`src/rtl/switch_connection_controller.sv`:
```
// Per-output connection sequencer for the 8x8 switch. Turns registered
// arbiter grants into held crossbar connections and steers per-beat flow
// control between the connected input/output pair. Each output also pulses
// ack (and abort on timeout) back to the arbiter when its connection ends.
module switch_connection_controller #(
  parameter int N_PORTS   = 8,
  parameter int MAX_BEATS = 64,
  parameter int TIMEOUT   = 255
) (
  input  logic                                 clock,
  input  logic                                 reset,
  input  logic [N_PORTS-1:0]                   grant_valid,
  input  logic [$clog2(N_PORTS+1)*N_PORTS-1:0] grant_port,
  input  logic [N_PORTS-1:0]                   in_valid,
  input  logic [N_PORTS-1:0]                   in_last,
  output logic [N_PORTS-1:0]                   in_ready,
  input  logic [N_PORTS-1:0]                   out_ready,
  output logic [N_PORTS-1:0]                   out_valid,
  output logic [$clog2(N_PORTS)*N_PORTS-1:0]   xbar_sel,
  output logic [N_PORTS-1:0]                   xbar_en,
  output logic [N_PORTS-1:0]                   ack,
  output logic [N_PORTS-1:0]                   abort,
  output logic [15:0]                          abort_count
);

  localparam int CW = $clog2(N_PORTS + 1);   // grant port code width
  localparam int SW = $clog2(N_PORTS);       // crossbar select width
  localparam int BW = $clog2(MAX_BEATS + 1); // beat counter width
  localparam int IW = $clog2(TIMEOUT + 1);   // idle counter width
  localparam int AW = $clog2(N_PORTS + 1);   // per-cycle abort tally width

  typedef enum logic [1:0] {
    ST_IDLE,
    ST_ACTIVE,
    ST_RELEASE
  } state_t;

  state_t            state    [N_PORTS];
  logic [SW-1:0]     sel_q    [N_PORTS];
  logic [BW-1:0]     beat_cnt [N_PORTS];
  logic [IW-1:0]     idle_cnt [N_PORTS];
  logic [N_PORTS-1:0] en_q;
  logic [N_PORTS-1:0] ack_q;
  logic [N_PORTS-1:0] abort_q;

  logic [N_PORTS-1:0] bound;
  logic [N_PORTS-1:0] cand_found;
  logic [SW-1:0]      cand_idx [N_PORTS];
  logic [N_PORTS-1:0] beat;
  logic [N_PORTS-1:0] src_last;
  logic [N_PORTS-1:0] done_beat;
  logic [N_PORTS-1:0] time_out;
  logic [AW-1:0]      n_abort;
  logic [16:0]        abort_sum;

  // Inputs currently held by an active connection
  always_comb begin
    bound = '0;
    for (int unsigned o = 0; o < N_PORTS; o++) begin
      if (state[o] == ST_ACTIVE) bound[sel_q[o]] = 1'b1;
    end
  end

  // Per output: lowest-index free input whose grant names this output
  always_comb begin
    logic found;
    for (int unsigned o = 0; o < N_PORTS; o++) begin
      found       = 1'b0;
      cand_idx[o] = '0;
      for (int unsigned i = 0; i < N_PORTS; i++) begin
        if (!found && grant_valid[i] && (i != o) && !bound[i] &&
            (grant_port[i*CW +: CW] == CW'(o + 1))) begin
          found       = 1'b1;
          cand_idx[o] = SW'(i);
        end
      end
      cand_found[o] = found;
    end
  end

  // Beat handshake steering between connected input and output
  always_comb begin
    in_ready  = '0;
    out_valid = '0;
    beat      = '0;
    src_last  = '0;
    for (int unsigned o = 0; o < N_PORTS; o++) begin
      if (state[o] == ST_ACTIVE) begin
        out_valid[o] = in_valid[sel_q[o]];
        src_last[o]  = in_last[sel_q[o]];
        beat[o]      = in_valid[sel_q[o]] & out_ready[o];
        if (out_ready[o]) in_ready[sel_q[o]] = 1'b1;
      end
    end
  end

  // Packet-end and timeout detection, plus saturating abort tally
  always_comb begin
    done_beat = '0;
    time_out  = '0;
    n_abort   = '0;
    for (int unsigned o = 0; o < N_PORTS; o++) begin
      done_beat[o] = beat[o] & (src_last[o] | (beat_cnt[o] == BW'(MAX_BEATS - 1)));
      time_out[o]  = (state[o] == ST_ACTIVE) & ~beat[o] &
                     (idle_cnt[o] == IW'(TIMEOUT - 1));
      n_abort      = n_abort + AW'(time_out[o]);
    end
    abort_sum = {1'b0, abort_count} + 17'(n_abort);
  end

  // Per-output connection FSMs and the shared abort counter
  always_ff @(posedge clock) begin
    if (reset) begin
      for (int unsigned o = 0; o < N_PORTS; o++) begin
        state[o]    <= ST_IDLE;
        sel_q[o]    <= '0;
        beat_cnt[o] <= '0;
        idle_cnt[o] <= '0;
      end
      en_q        <= '0;
      ack_q       <= '0;
      abort_q     <= '0;
      abort_count <= '0;
    end else begin
      abort_count <= abort_sum[16] ? 16'hFFFF : abort_sum[15:0];
      for (int unsigned o = 0; o < N_PORTS; o++) begin
        case (state[o])
          ST_IDLE: begin
            ack_q[o]   <= 1'b0;
            abort_q[o] <= 1'b0;
            if (cand_found[o]) begin
              state[o]    <= ST_ACTIVE;
              en_q[o]     <= 1'b1;
              sel_q[o]    <= cand_idx[o];
              beat_cnt[o] <= '0;
              idle_cnt[o] <= '0;
            end
          end
          ST_ACTIVE: begin
            if (done_beat[o]) begin
              state[o] <= ST_RELEASE;
              en_q[o]  <= 1'b0;
              ack_q[o] <= 1'b1;
            end else if (time_out[o]) begin
              state[o]   <= ST_RELEASE;
              en_q[o]    <= 1'b0;
              ack_q[o]   <= 1'b1;
              abort_q[o] <= 1'b1;
            end else if (beat[o]) begin
              beat_cnt[o] <= beat_cnt[o] + 1'b1;
              idle_cnt[o] <= '0;
            end else begin
              idle_cnt[o] <= idle_cnt[o] + 1'b1;
            end
          end
          ST_RELEASE: begin
            state[o]   <= ST_IDLE;
            ack_q[o]   <= 1'b0;
            abort_q[o] <= 1'b0;
          end
          default: begin
            state[o]   <= ST_IDLE;
            en_q[o]    <= 1'b0;
            ack_q[o]   <= 1'b0;
            abort_q[o] <= 1'b0;
          end
        endcase
      end
    end
  end

  // Flatten per-output selects onto the crossbar bus
  always_comb begin
    xbar_sel = '0;
    for (int unsigned o = 0; o < N_PORTS; o++) begin
      xbar_sel[o*SW +: SW] = sel_q[o];
    end
  end

  assign xbar_en = en_q;
  assign ack     = ack_q;
  assign abort   = abort_q;

endmodule
```
`config.mk`:
```
export PLATFORM = sky130hd
export DESIGN_NAME = switch_connection_controller
export DESIGN_NICKNAME = d
export VERILOG_FILES = /design/src/rtl/switch_connection_controller.sv
export SDC_FILE = /design/constraint.sdc
export NUM_CORES = 1
export LEC_CHECK = 0
export BUFFER_PORTS_ARGS = -buffer_cell sky130_fd_sc_hd__buf_2
export CAP_MARGIN = 10
export CORE_ASPECT_RATIO = 0.6
export CORE_MARGIN = 2
export CORE_UTILIZATION = 40
export DETAILED_ROUTE_END_ITERATION = 8
export GPL_TIMING_DRIVEN = 1
export SYNTH_ARGS = -nofsm -noshare
export SYNTH_HDL_FRONTEND = slang
export SYNTH_SLANG_ARGS = --single-unit
```
`constraint.sdc`:
```
create_clock -name clock -period 7.1 [get_ports clock]
set_input_delay 1.775 -clock clock [delete_from_list [all_inputs] [get_ports clock]]
set_output_delay 1.775 -clock clock [all_outputs]
set_load 0.03 [all_outputs]
```
==> impl_metrics.csv, run 1 <==
group,metric,value,unit
clock_network,worstSkewPairLatency,470,ps
clock_network,h-tree-depth,4,
place,port_buffers,145,
min_path,holdPathStages,1,
power_and_ir_drop,finalPower,3.07,mW
drt,viasPerCell,5.95,
floorplan,fp.dieH,145,um
sta,setup_slack,639,ps
worst_setup_path,cp.required,7510,ps
grt,top_usage_layer,"met1",
worst_setup_path,startpoint_type,"primary input",
grt,met1_usage,36.7,%
cells_and_area,final_common_cell,"nor2_1",
worst_setup_path,r2r-start,"sel_q[0][8]$_SDFFCE_PN0P_",
power_and_ir_drop,p_sw,1.01,mW
drt,drt_iter0_drc,1138,
grt,track_usage,25.0,%
worst_setup_path,r2r_slack,1340,ps
cells_and_area,area_growth,12.7,%
place,dp_cells,1952,
drt,ant_nets,0,
worst_setup_path,critPathSlowestCell,"or3_1",
logic_synthesis,synth-seq-cells,200,
grt,antenna_found_initial,5,
sta,timing.fmax,155,MHz
power_and_ir_drop,pwr-share-comb,19.5,%
sta,fin_worst_hold_slack,476,ps
power_and_ir_drop,pwr-share-seq,49.4,%
cells_and_area,fillCellCount,3141,
logic_synthesis,yosysUniqueCellTypes,94,
cells_and_area,finalNetCount,1648,
clock_network,cts_sinks,200,
worst_setup_path,worstPathCellList,"buf_2, nor2b_1, a2111oi_0, nor4b_1, buf_4, nor3_1, fa_1, inv_1, fa_1, inv_1, fa_1, fa_1, inv_1, fa_1, nor2b_1, o21ai_0, a211o_1, or3_1, nand3_1, o211a_1",
min_path,hp-class,"register to register",
drt,drc,0,
logic_synthesis,yosysSeqAreaShare,42.3,%
power_and_ir_drop,power.density,205,nW/um^2
drt,num_vias,11809,
floorplan,chipWidth,239,um
place,place.gp.congestion,0.990,
floorplan,io_pins,146,
place,dp_hpwl,33700,um
sta,finalHoldViolCount,0,
grt,first_global_vias,10990,
floorplan,start_util,40.8,%
clock_network,ctsHoldBuffers,0,
logic_synthesis,synth_edf_count,160,
worst_setup_path,critPathKind,"primary input to register",
outcome,status,"finished clean",
logic_synthesis,synth-async-reset-ratio,0,%
clock_network,cts_resized,0,
sta,fin_tns_setup,0,ps
grt,grt_util_met3,7.65,%
job,drv_cap,0,
worst_setup_path,rr_worst_depth,19,
sta,finalCriticalPeriod,6460,ps
sta,relSlewSlack,24.7,%
worst_setup_path,endpoint_kind,"register",
sta,worst_pin_slew,1120,ps
clock_network,cts_buffers,17,
power_and_ir_drop,power.internal,2.06,mW
cells_and_area,drive_gt1_share,15.1,%
sta,rsz0062_at_grt,"false",
clock_network,cts_tree,"done",
floorplan,core_area,32500,um^2
sta,setup_violations,0,
sta,slew_viol_final,0,
logic_synthesis,synthesis.instances,1414,
min_path,whs_endpoint,"ack[1]$_SDFFE_PP0P_",
grt,gr-total-overflow,0,
clock_network,path_clk_slew,80,ps
worst_setup_path,path_max_fanout,13,
logic_synthesis,syn_area,13300,um^2
clock_network,clock_path_buffers,2,
clock_network,cts_setup_buffers,0,
power_and_ir_drop,power.share.switching,33.0,%
cells_and_area,final_cell_count_no_fill,1986,
floorplan,die-area,34700,um^2
grt,grtUsageMet2,35.3,%
logic_synthesis,syn_nets,1515,
power_and_ir_drop,clkPwrFrac,31.1,%
power_and_ir_drop,total_leakage_power,5.65,nW
min_path,hold_start,"ack[1]$_SDFFE_PP0P_",
cells_and_area,final_area,15000,um^2
sta,period_share,91.0,%
worst_setup_path,crit_path_max_incr_delay,600,ps
power_and_ir_drop,vdd_drop_max,0.174,mV
drt,drt-total-wl,43600,um
grt,grt_max_degree,45,
place,placed_cell_area,14400,um^2
worst_setup_path,cp_top_family,"adder cells",
drt,firstDrtPassIters,6,
logic_synthesis,yosysWarnings,0,
worst_setup_path,cp_num_buf_inv,5,
logic_synthesis,synth.avg_cell_area,9.38,um^2
grt,grt_pass1_wl,65900,um
place,pre_cts_ws,176,ps
drt,wl_per_cell,21.9,um
cells_and_area,layout_common_cells,"nor2_1, edfxtp_1, buf_2",
cells_and_area,final_util,45.9,%
floorplan,fp-row-count,51,
sta,fin_worst_skew,14.6,ps
worst_setup_path,arrival,6870,ps
worst_setup_path,cpMostUsedCell,"fa_1",
worst_setup_path,rr_endpoint,"abort_count[13]$_SDFF_PP0_",
logic_synthesis,synth_flop_cell,"edfxtp_1",
clock_network,clockRootBuffer,"clkbuf_16",
-- cell usage after synthesis (15+ instances only) --
master	count	area (um^2)
nor2_1	228	856
edfxtp_1	160	4800
nand3_1	115	576
nand2_1	90	338
xor2_1	58	508
inv_1	49	184
dfxtp_1	40	801
nand4_1	39	244
nor3_1	36	180
a21oi_1	35	175
xnor2_1	35	307
nor2b_1	34	213
o21ai_0	33	165
o22ai_1	32	200
ha_1	30	375
nand2b_1	30	188
and3_1	29	181
mux2i_1	28	280
nand3b_1	21	158
o21a_1	19	143
clkbuf_1	18	67.6
nor4b_1	15	131
-- layout make-up --
type	count	area [um^2]	share of cell area, %
flip-flops and latches	200	5610	37.5
well taps	424	531	3.55
diodes	2	5.00	0.0335
repair buffers	153	786	5.26
multi-input cells	1125	7280	48.7
clock buffers	18	439	2.94
clock inverters	14	114	0.762
inverters	50	188	1.26
-- worst max-delay path by stage --
stage,from,end,slack (ps),cells after the start
2_1_floorplan,in_valid[0],abort_count[1]$_SDFF_PP0_,770,18
3_3_place_gp,in_valid[7],abort_count[11]$_SDFF_PP0_,230,20
3_5_place_dp,in_valid[7],abort_count[13]$_SDFF_PP0_,180,19
4_1_cts,in_valid[7],abort_count[13]$_SDFF_PP0_,660,19
5_1_grt,in_valid[0],abort_count[11]$_SDFF_PP0_,170,21
6_report,in_valid[0],abort_count[13]$_SDFF_PP0_,640,20
-- cells by family (layout without fill, tap and decap cells) --
kind of cell	count (synthesis)	in the layout	synth area share, %
mux	50	50	4.91
buf+inv	89	235	2.82
compound gates	224	224	12.0
simple gates	723	723	28.3
other cells	0	2	0
fa+ha+maj	35	35	3.58
xor+xnor	93	93	6.14
flops	200	200	42.3
-- state kept, by name, indices dropped and copies added (netlist names) --
register     flops
abort            8
state           16
xbar_en          8
beat_cnt        56
idle_cnt        64
abort_count     16
ack              8
sel_q           24
-- power by group through the flow --
stage                     Combinational [mW]  Clock, mW  Sequential (mW)
after floorplan                        0.397          0             1.51
after global placement                 0.583          0             1.53
after detailed placement               0.586          0             1.54
after CTS                              0.589      0.966             1.51
after global routing                   0.646       1.01             1.53
final                                  0.600      0.954             1.51
-- per-layer routing --
metal,share of wire [%],routed length [um],up-vias
met5,0.037,16,-
met4,1.9,849,2
met3,10,4480,61
met2,42,18100,513
met1,46,20100,5693
li1,-,-,5540
(Power assumes the default switching activity.)
==> run 2, diff against run 1 <==
==> constraint.sdc (replaced) <==
create_clock -name clock -period 7.3 [get_ports clock]
set_input_delay 1.825 -clock clock [delete_from_list [all_inputs] [get_ports clock]]
set_output_delay 1.825 -clock clock [all_outputs]
set_load 0.03 [all_outputs]
==> impl_metrics.csv, run 2 (same netlist as run 1, synthesis figures left out) <==
group,metric,value,unit
outcome,status,"finished clean",
sta,rsz0062_at_grt,"false",
sta,slew_viol_final,0,
place,port_buffers,145,
power_and_ir_drop,power.internal,2.03,mW
power_and_ir_drop,power.share.switching,32.5,%
sta,relSlewSlack,23.0,%
drt,ant_nets,0,
sta,timing.fmax,152,MHz
cells_and_area,final_cell_count_no_fill,1983,
sta,period_share,90.0,%
power_and_ir_drop,total_leakage_power,5.67,nW
cells_and_area,layout_common_cells,"nor2_1, edfxtp_1, buf_2",
sta,fin_worst_skew,14.3,ps
drt,drt_iter0_drc,1168,
sta,setup_violations,0,
place,dp_hpwl,33400,um
clock_network,ctsHoldBuffers,0,
floorplan,core_area,32500,um^2
power_and_ir_drop,pwr-share-comb,19.3,%
place,dp_cells,1951,
drt,wl_per_cell,21.6,um
job,drv_cap,0,
cells_and_area,largest_reg_flops,64,
cells_and_area,final_common_cell,"nor2_1",
grt,gr-total-overflow,0,
worst_setup_path,startpoint_type,"primary input",
drt,drc,0,
power_and_ir_drop,p_sw,0.979,mW
grt,grt_pass1_wl,64500,um
cells_and_area,regMostFlops,"idle_cnt",
sta,finalCriticalPeriod,6570,ps
cells_and_area,antenna_cells,0,
clock_network,clockRootBuffer,"clkbuf_16",
power_and_ir_drop,power.density,201,nW/um^2
grt,track_usage,24.5,%
clock_network,cts_resized,0,
power_and_ir_drop,vdd_drop_max,0.171,mV
worst_setup_path,endpoint_kind,"register",
worst_setup_path,arrival,6980,ps
clock_network,h-tree-depth,4,
cells_and_area,area_growth,12.8,%
sta,finalHoldViolCount,0,
worst_setup_path,r2r_slack,1420,ps
drt,firstDrtPassIters,6,
power_and_ir_drop,clkPwrFrac,31.8,%
sta,worst_pin_slew,1140,ps
power_and_ir_drop,pwr-share-seq,49.0,%
worst_setup_path,cp.required,7710,ps
cells_and_area,reg_top3,"idle_cnt: 64 flops, beat_cnt: 56 flops, sel_q: 24 flops",
drt,drt-total-wl,42900,um
clock_network,worstSkewPairLatency,470,ps
grt,first_global_vias,10594,
grt,antenna_found_initial,1,
drt,num_vias,11828,
clock_network,path_clk_slew,80,ps
place,place.gp.congestion,0.964,
clock_network,cts_sinks,200,
floorplan,chipWidth,239,um
clock_network,cts_tree,"done",
drt,viasPerCell,5.96,
floorplan,start_util,40.8,%
floorplan,io_pins,146,
clock_network,clock_path_buffers,2,
cells_and_area,final_area,15000,um^2
grt,grt_max_degree,36,
sta,fin_tns_setup,0,ps
floorplan,die-area,34700,um^2
min_path,hp-class,"register to register",
floorplan,fp-row-count,51,
floorplan,fp.dieH,145,um
worst_setup_path,critPathKind,"primary input to register",
cells_and_area,drive_gt1_share,15.1,%
place,placed_cell_area,14400,um^2
cells_and_area,finalNetCount,1647,
worst_setup_path,path_max_fanout,13,
clock_network,cts_buffers,17,
clock_network,cts_setup_buffers,0,
## run 2: worst max-delay path, cell delays in order
cell       delay [ps]
buf_2             150
nor2b_1           140
a2111oi_0         540
nor4b_1           140
buf_4             190
nor3_1            360
fa_1              230
inv_1              50
fa_1              520
inv_1              50
fa_1              570
fa_1              200
inv_1              60
fa_1              400
nor2b_1           120
o21ai_0           150
a211o_1           360
or3_1             600
nand2_1           150
mux2i_1            80
nor2_1             80
## run 2: path summary, 6_finish.rpt
kind,startpoint,end,cells past startpoint
setup reg to reg,sel_q[0][7]$_SDFFCE_PN0P_,abort_count[11]$_SDFF_PP0_,20
hold / removal,ack[1]$_SDFFE_PP0P_,ack[1]$_SDFFE_PP0P_,1
hold reg to reg,ack[1]$_SDFFE_PP0P_,ack[1]$_SDFFE_PP0P_,1
setup / recovery,in_valid[0],abort_count[11]$_SDFF_PP0_,21
## run 2: cell type report
class,instances,area (um^2)
inverters,50,188
clock inverters,12,101
multi-input cells,1125,7280
flip-flops and latches,200,5610
repair buffers,152,778
fillers,3119,17600
well taps,424,531
clock buffers,20,478
## run 2: power groups by stage
stage	Sequential [mW]	Clock [mW]	Combinational (mW)
floorplan	1.47	0	0.386
global placement	1.49	0	0.565
detailed placement	1.50	0	0.567
CTS	1.47	0.973	0.571
global route	1.49	1.01	0.626
finish	1.47	0.956	0.580
## run 2: metal layers
metal	up-vias	GRT usage (%)	wire, um
li1	5533	-	-
met1	5718	36.8	20400
met2	514	34.5	17600
met3	61	6.83	4090
met4	2	5.97	789
met5	-	0	16
## run 2: through the flow
| stage | hold slack (ps) | setup slack, ps | utilization [%] | total power, mW |
|---|---|---|---|---|
| 2_1_floorplan | 553 | 917 | - | 1.85 |
| 3_3_place_gp | 448 | 385 | 44.2 | 2.06 |
| 3_5_place_dp | 457 | 297 | 44.2 | 2.06 |
| 5_1_grt | 493 | 438 | 46.0 | 3.13 |
| 6_report | 473 | 730 | 46.0 | 3.01 |
| 4_1_cts | 475 | 778 | 46.0 | 3.01 |
